File: src/rtl/gpio_link_pkg.sv
// Shared definitions for the GPIO message link (receiver and transmitter).
package gpio_link_pkg;
   typedef enum logic [1:0] {IDLE, BIT_WAIT, BIT_RELEASE, DONE} link_state_t;

   localparam int DEF_WORDS      = 4;
   localparam int DEF_WORD_WIDTH = 32;
   // Bits travel MSB first, word 0 first.
   localparam bit MSB_FIRST      = 1'b1;
endpackage

File: src/rtl/gpio_sync.sv
// N-flop synchroniser for one asynchronous link input.
module gpio_sync #(
   parameter int STAGES = 2
) (
   input  logic clock,
   input  logic reset,
   input  logic d,
   output logic q
);
   logic [STAGES-1:0] sr;

   always_ff @(posedge clock or negedge reset) begin
      if (!reset) sr <= '0;
      else        sr <= {sr[STAGES-2:0], d};
   end

   assign q = sr[STAGES-1];
endmodule

File: src/rtl/gpio_link_receiver.sv
// GPIO link receiver: per-bit strobe/ack deserialiser with valid/taken output.
// Optional GPIO_RX_PARITY_EN appends an even-parity bit to every frame.
module gpio_link_receiver
   import gpio_link_pkg::*;
#(
   parameter int WORDS       = DEF_WORDS,
   parameter int WORD_WIDTH  = DEF_WORD_WIDTH,
   parameter int SYNC_STAGES = 2,
   localparam int MSG_W      = WORDS * WORD_WIDTH
) (
   input  logic             clock,
   input  logic             reset,
   input  logic             link_req,
   input  logic             link_data,
   input  logic             link_strobe,
   output logic             link_ack,
   output logic [MSG_W-1:0] message_out,
   output logic             message_valid,
   input  logic             message_taken,
   output logic             busy,
   output logic             frame_error
);
`ifdef GPIO_RX_PARITY_EN
   localparam int TARGET = MSG_W + 1;
`else
   localparam int TARGET = MSG_W;
`endif
   localparam int CNT_W = $clog2(TARGET + 1);

   link_state_t      state, state_next;
   logic             req_s, data_s, strobe_s;
   logic [CNT_W-1:0] cnt;
   logic [MSG_W-1:0] shreg;
   logic             last, abort;
`ifdef GPIO_RX_PARITY_EN
   logic             par_bit;
`endif

   gpio_sync #(.STAGES(SYNC_STAGES)) u_sync_req    (.clock(clock), .reset(reset), .d(link_req),    .q(req_s));
   gpio_sync #(.STAGES(SYNC_STAGES)) u_sync_data   (.clock(clock), .reset(reset), .d(link_data),   .q(data_s));
   gpio_sync #(.STAGES(SYNC_STAGES)) u_sync_strobe (.clock(clock), .reset(reset), .d(link_strobe), .q(strobe_s));

   assign last  = (cnt == CNT_W'(TARGET));
   // Once the final bit is in, a dropped request no longer aborts the frame.
   assign abort = !req_s && ((state == BIT_WAIT) || (state == BIT_RELEASE && !last));

   always_ff @(posedge clock or negedge reset) begin
      if (!reset) state <= IDLE;
      else        state <= state_next;
   end

   always_comb begin
      state_next = state;
      case (state)
         IDLE:        if (req_s && !message_valid) state_next = BIT_WAIT;
         BIT_WAIT:    if (abort) state_next = IDLE;
                      else if (strobe_s) state_next = BIT_RELEASE;
         BIT_RELEASE: if (abort) state_next = IDLE;
                      else if (!strobe_s) state_next = last ? DONE : BIT_WAIT;
         DONE:        state_next = IDLE;
         default:     state_next = IDLE;
      endcase
   end

   always_comb begin
      busy = (state != IDLE);
   end

   always_ff @(posedge clock or negedge reset) begin
      if (!reset) begin
         link_ack      <= 1'b0;
         message_out   <= '0;
         message_valid <= 1'b0;
         frame_error   <= 1'b0;
         cnt           <= '0;
         shreg         <= '0;
`ifdef GPIO_RX_PARITY_EN
         par_bit       <= 1'b0;
`endif
      end else begin
         frame_error <= 1'b0;
         if (message_taken && message_valid) message_valid <= 1'b0;
         if (abort) begin
            frame_error <= 1'b1;
            link_ack    <= 1'b0;
            cnt         <= '0;
         end else begin
            case (state)
               BIT_WAIT: if (strobe_s) begin
`ifdef GPIO_RX_PARITY_EN
                  if (cnt == CNT_W'(MSG_W)) par_bit <= data_s;
                  else                      shreg   <= {shreg[MSG_W-2:0], data_s};
`else
                  shreg <= {shreg[MSG_W-2:0], data_s};
`endif
                  cnt      <= cnt + CNT_W'(1);
                  link_ack <= 1'b1;
               end
               BIT_RELEASE: if (!strobe_s) link_ack <= 1'b0;
               // A set in DONE overrides a same-cycle taken.
               DONE: begin
                  cnt <= '0;
`ifdef GPIO_RX_PARITY_EN
                  if (^{shreg, par_bit}) frame_error <= 1'b1;
                  else begin
                     message_out   <= shreg;
                     message_valid <= 1'b1;
                  end
`else
                  message_out   <= shreg;
                  message_valid <= 1'b1;
`endif
               end
               default: ;
            endcase
         end
      end
   end
endmodule

File: config.mk
export PLATFORM = sky130hd
export DESIGN_NAME = gpio_link_receiver
export DESIGN_NICKNAME = d
export VERILOG_FILES = /design/src/rtl/gpio_link_pkg.sv /design/src/rtl/gpio_sync.sv /design/src/rtl/gpio_link_receiver.sv
export SDC_FILE = /design/constraint.sdc
export NUM_CORES = 1
export LEC_CHECK = 0
export ABC_CLOCK_PERIOD_IN_PS = 4200
export CAP_MARGIN = 5
export CORE_ASPECT_RATIO = 0.75
export CORE_UTILIZATION = 40
export DETAILED_ROUTE_END_ITERATION = 8
export DONT_BUFFER_PORTS = 1
export PLACE_DENSITY = 0.62
export SLEW_MARGIN = 20
export SYNTH_ARGS = -nofsm -noshare
export SYNTH_HDL_FRONTEND = slang
export SYNTH_SLANG_ARGS = --single-unit
File: constraint.sdc
create_clock -name clock -period 4.2 [get_ports clock]
set_clock_uncertainty 0.15 [all_clocks]
set_input_delay 0.63 -clock clock [delete_from_list [all_inputs] [get_ports clock]]
set_output_delay 0.63 -clock clock [all_outputs]
set_load 0.02 [all_outputs]
==> flow_summary.toml <==
[setup_path]
worstSetupEndpointType = "register"
crit_fanout = 72
critical_path_class = "reg2reg"
required_ps = 4460
crit_chain = "nand2b_1 -> or3_4 -> buf_12 -> mux2_2"
cp.depth = 4
reg2reg_from = "state[1]$_DFFE_PN0P_"
r2r_end = "shreg[30]$_DFFE_PN0P_"
ff2ff_setup_slack_ps = 1550
worstPathBufferInverterCount = 1
cpPeakStageDelay_ps = 710
r2r_cells = 4
arrival_ps = 2910
cp-startpoint = "state[1]$_DFFE_PN0P_"
start_kind = "register"
endpoint = "shreg[30]$_DFFE_PN0P_"
crit_path_top_delay_cell = "or3_4"
crit_family = "simple AND/OR/NAND/NOR gates"

[routing]
drt_iter0_markers = 227
routedWlPerCell_um = 17.9
drt_wl_total_mm = 17.5
first_pass_iters = 4
vias = 4955
ant_nets = 0
drc = 0
vias_per_cell = 5.06

[synthesis]
yosysMostFrequentCell = "dfrtp_1"
synth_common_cells = "dfrtp_1 (275), mux2_2 (179), mux2_1 (77), buf_2 (18), buf_6 (9)"
ys_async_sr_fraction_pct = 100
synth_area_um2 = 10300
yosysTopAreaCellShare_pct = 66.6
synthDistinctLibCells = 33
synth_area_leaders = "dfrtp_1 (67%), mux2_2 (20%), mux2_1 (8.4%), buf_6 (0.98%), buf_2 (0.87%)"
synth_warnings = 0
ys_seq_area_share_pct = 66.6
syn_inst = 622
synth_edf_count = 0
synthFlopType = "dfrtp_1"
synth_top_cell_by_area = "dfrtp_1"
syn_nets = 630
avgSynthCellArea_um2 = 16.6
ys_seq_elements = 275

[timing]
fmax_mhz = 377
timing.final.ws_setup_ps = 1550
period_share_pct = 63.2
max_slew_margin_pct = 27.3
setup_tns_ps = 0
setup_viol = 0
hold_viol_final = 275
rsz0062_at_grt = "no"
holdWs_ps = -352
worst_pin_slew_ps = 1080
min_period_ps = 2650
drv_slew = 0

[placed_design]
io_buffers = 0
routabilityCongestion = 0.731
place.detailed.hpwl_mm = 10.6
place_ws_ps = 1540

[clock_tree]
cts_buffers = 27
path_clk_slew_ps = 60
clock_latency_ps = 520
htreeDepth = 1
cts_buffer_depth = 3
cts_tree = "built"
root_buffer = "clkbuf_16"
hold_buffers = 3
clock_sinks = 275

[power_and_ir_drop]
peakVddDrop_mv = 0.270
power.density_nw_per_um2 = 477
power.leakage_nw = 5.99

[die]
pin_count = 138
initial_core_util_pct = 41.1
die_h_um = 141
rows = 50
core_um2 = 25100
dieArea_um2 = 26500
die_w_um = 188

[global_routing]
gr-max-usage-layer = "met2"
grt_overflow = 0
grt_start_max_net_pins = 276
met3_usage_pct = 5.23
grt_pass1_wl_mm = 29.6
grt_pass1_vias = 5412
met1_usage_pct = 18.1
antenna_found_initial = 0
gr-usage-all-layers_pct = 13.7
use_met2_pct = 20.7

[finish]
fin_nets = 632
diodes = 0
drive_above_1_share_pct = 35.4
syn2layout_area_growth_pct = 11.7

[outcome]
status = "finished with violations"
violations = "hold timing"

[flow_run]
drv_cap = 0

[hold_path]
hold_path_class = "in2async"
state kept, by name, summed over array words and instances, names as in the netlist:
| signal | flops |
|---|---|
| message_out | 128 |
| shreg | 128 |
| cnt | 8 |
| state | 2 |
| u_sync_data.sr | 2 |
| u_sync_req.sr | 2 |
| u_sync_strobe.sr | 2 |
| frame_error | 1 |
| link_ack | 1 |
| message_valid | 1 |
repair_timing:
action / in CTS / in global routing
endpoints found under the setup margin: 0 / 0
buffers inserted: 0 / 0
endpoints found under the hold margin: 278 / 275
resized for setup: 0 / 0
logic make-up after synthesis:
group	share of synthesized area, %
adders and majority gates	0.242
and+or+nand+nor	1.10
DFF	66.6
AOI/OAI and AO/OA	1.31
xor gates and xnor gates	0.424
buffers and inverters	2.43
muxes	27.9
cells in the final DEF (no fill, tap or decap), types with 4 or more instances in the layout:
cell / count
clkinv_2: 4
clkbuf_8: 6
nor2_1: 4
clkbuf_1: 4
mux2_2: 179
inv_1: 8
clkbuf_16: 27
dfrtp_1: 275
mux2_1: 77
nand2_1: 5
bufinv_16: 4
o21ai_0: 4
report_power, final:
part | switching [mW] | leakage [nW] | internal, mW
combinational | 0.108 | 1.72 | 0.103
clock | 0.965 | 0.453 | 1.52
sequential | 0.0951 | 3.81 | 2.71
worst register-to-register path: cells and delay by family, from the launching register on:
kind	cells	cell delay [ps]
flip-flops	1	570
buffers and inverters	1	410
multiplexers	1	480
AND/OR/NAND/NOR	2	930
worst min path at each step:
stage | start | endpoint | slack, ps
final | reset | message_out[64]$_DFFE_PN0P_ | -350
after global routing | reset | message_out[64]$_DFFE_PN0P_ | -380
after CTS | reset | message_out[64]$_DFFE_PN0P_ | -370
after detailed placement | reset | message_out[64]$_DFFE_PN0P_ | 190
after global placement | u_sync_data.sr[0]$_DFF_PN0_ | u_sync_data.sr[1]$_DFF_PN0_ | 190
after floorplan | reset | cnt[0]$_DFFE_PN0P_ | 180
routing by layer:
metal	vias up	wire, µm
li1	2198	-
met1	2591	7690
met2	126	7860
met3	40	1560
met4	0	431
met5	-	0
cell type report:
cell class	count	area (µm²)
Timing Repair Buffer	5	70.1
Clock buffer	37	773
Inverter	10	37.5
Multi-Input combinational cell	305	3210
Tap cell	338	423
Fill cell	2175	13600
Clock inverter	9	148
Sequential cell	275	6880
through the flow:
step | cells | utilization [%] | cell area (µm²) | hold WS, ps | power, mW
final | 979 | 45.9 | 11500 | -352 | 5.51
after global routing | 979 | 45.9 | 11500 | -379 | 5.73
after CTS | 979 | 45.9 | 11500 | -371 | 5.58
after detailed placement | 930 | 42.1 | 10600 | 186 | 3.07
after global placement | 930 | 42.1 | 10600 | 191 | 3.05
after floorplan | 622 | - | 10300 | 181 | 3.02
(Power assumes the default switching activity.)
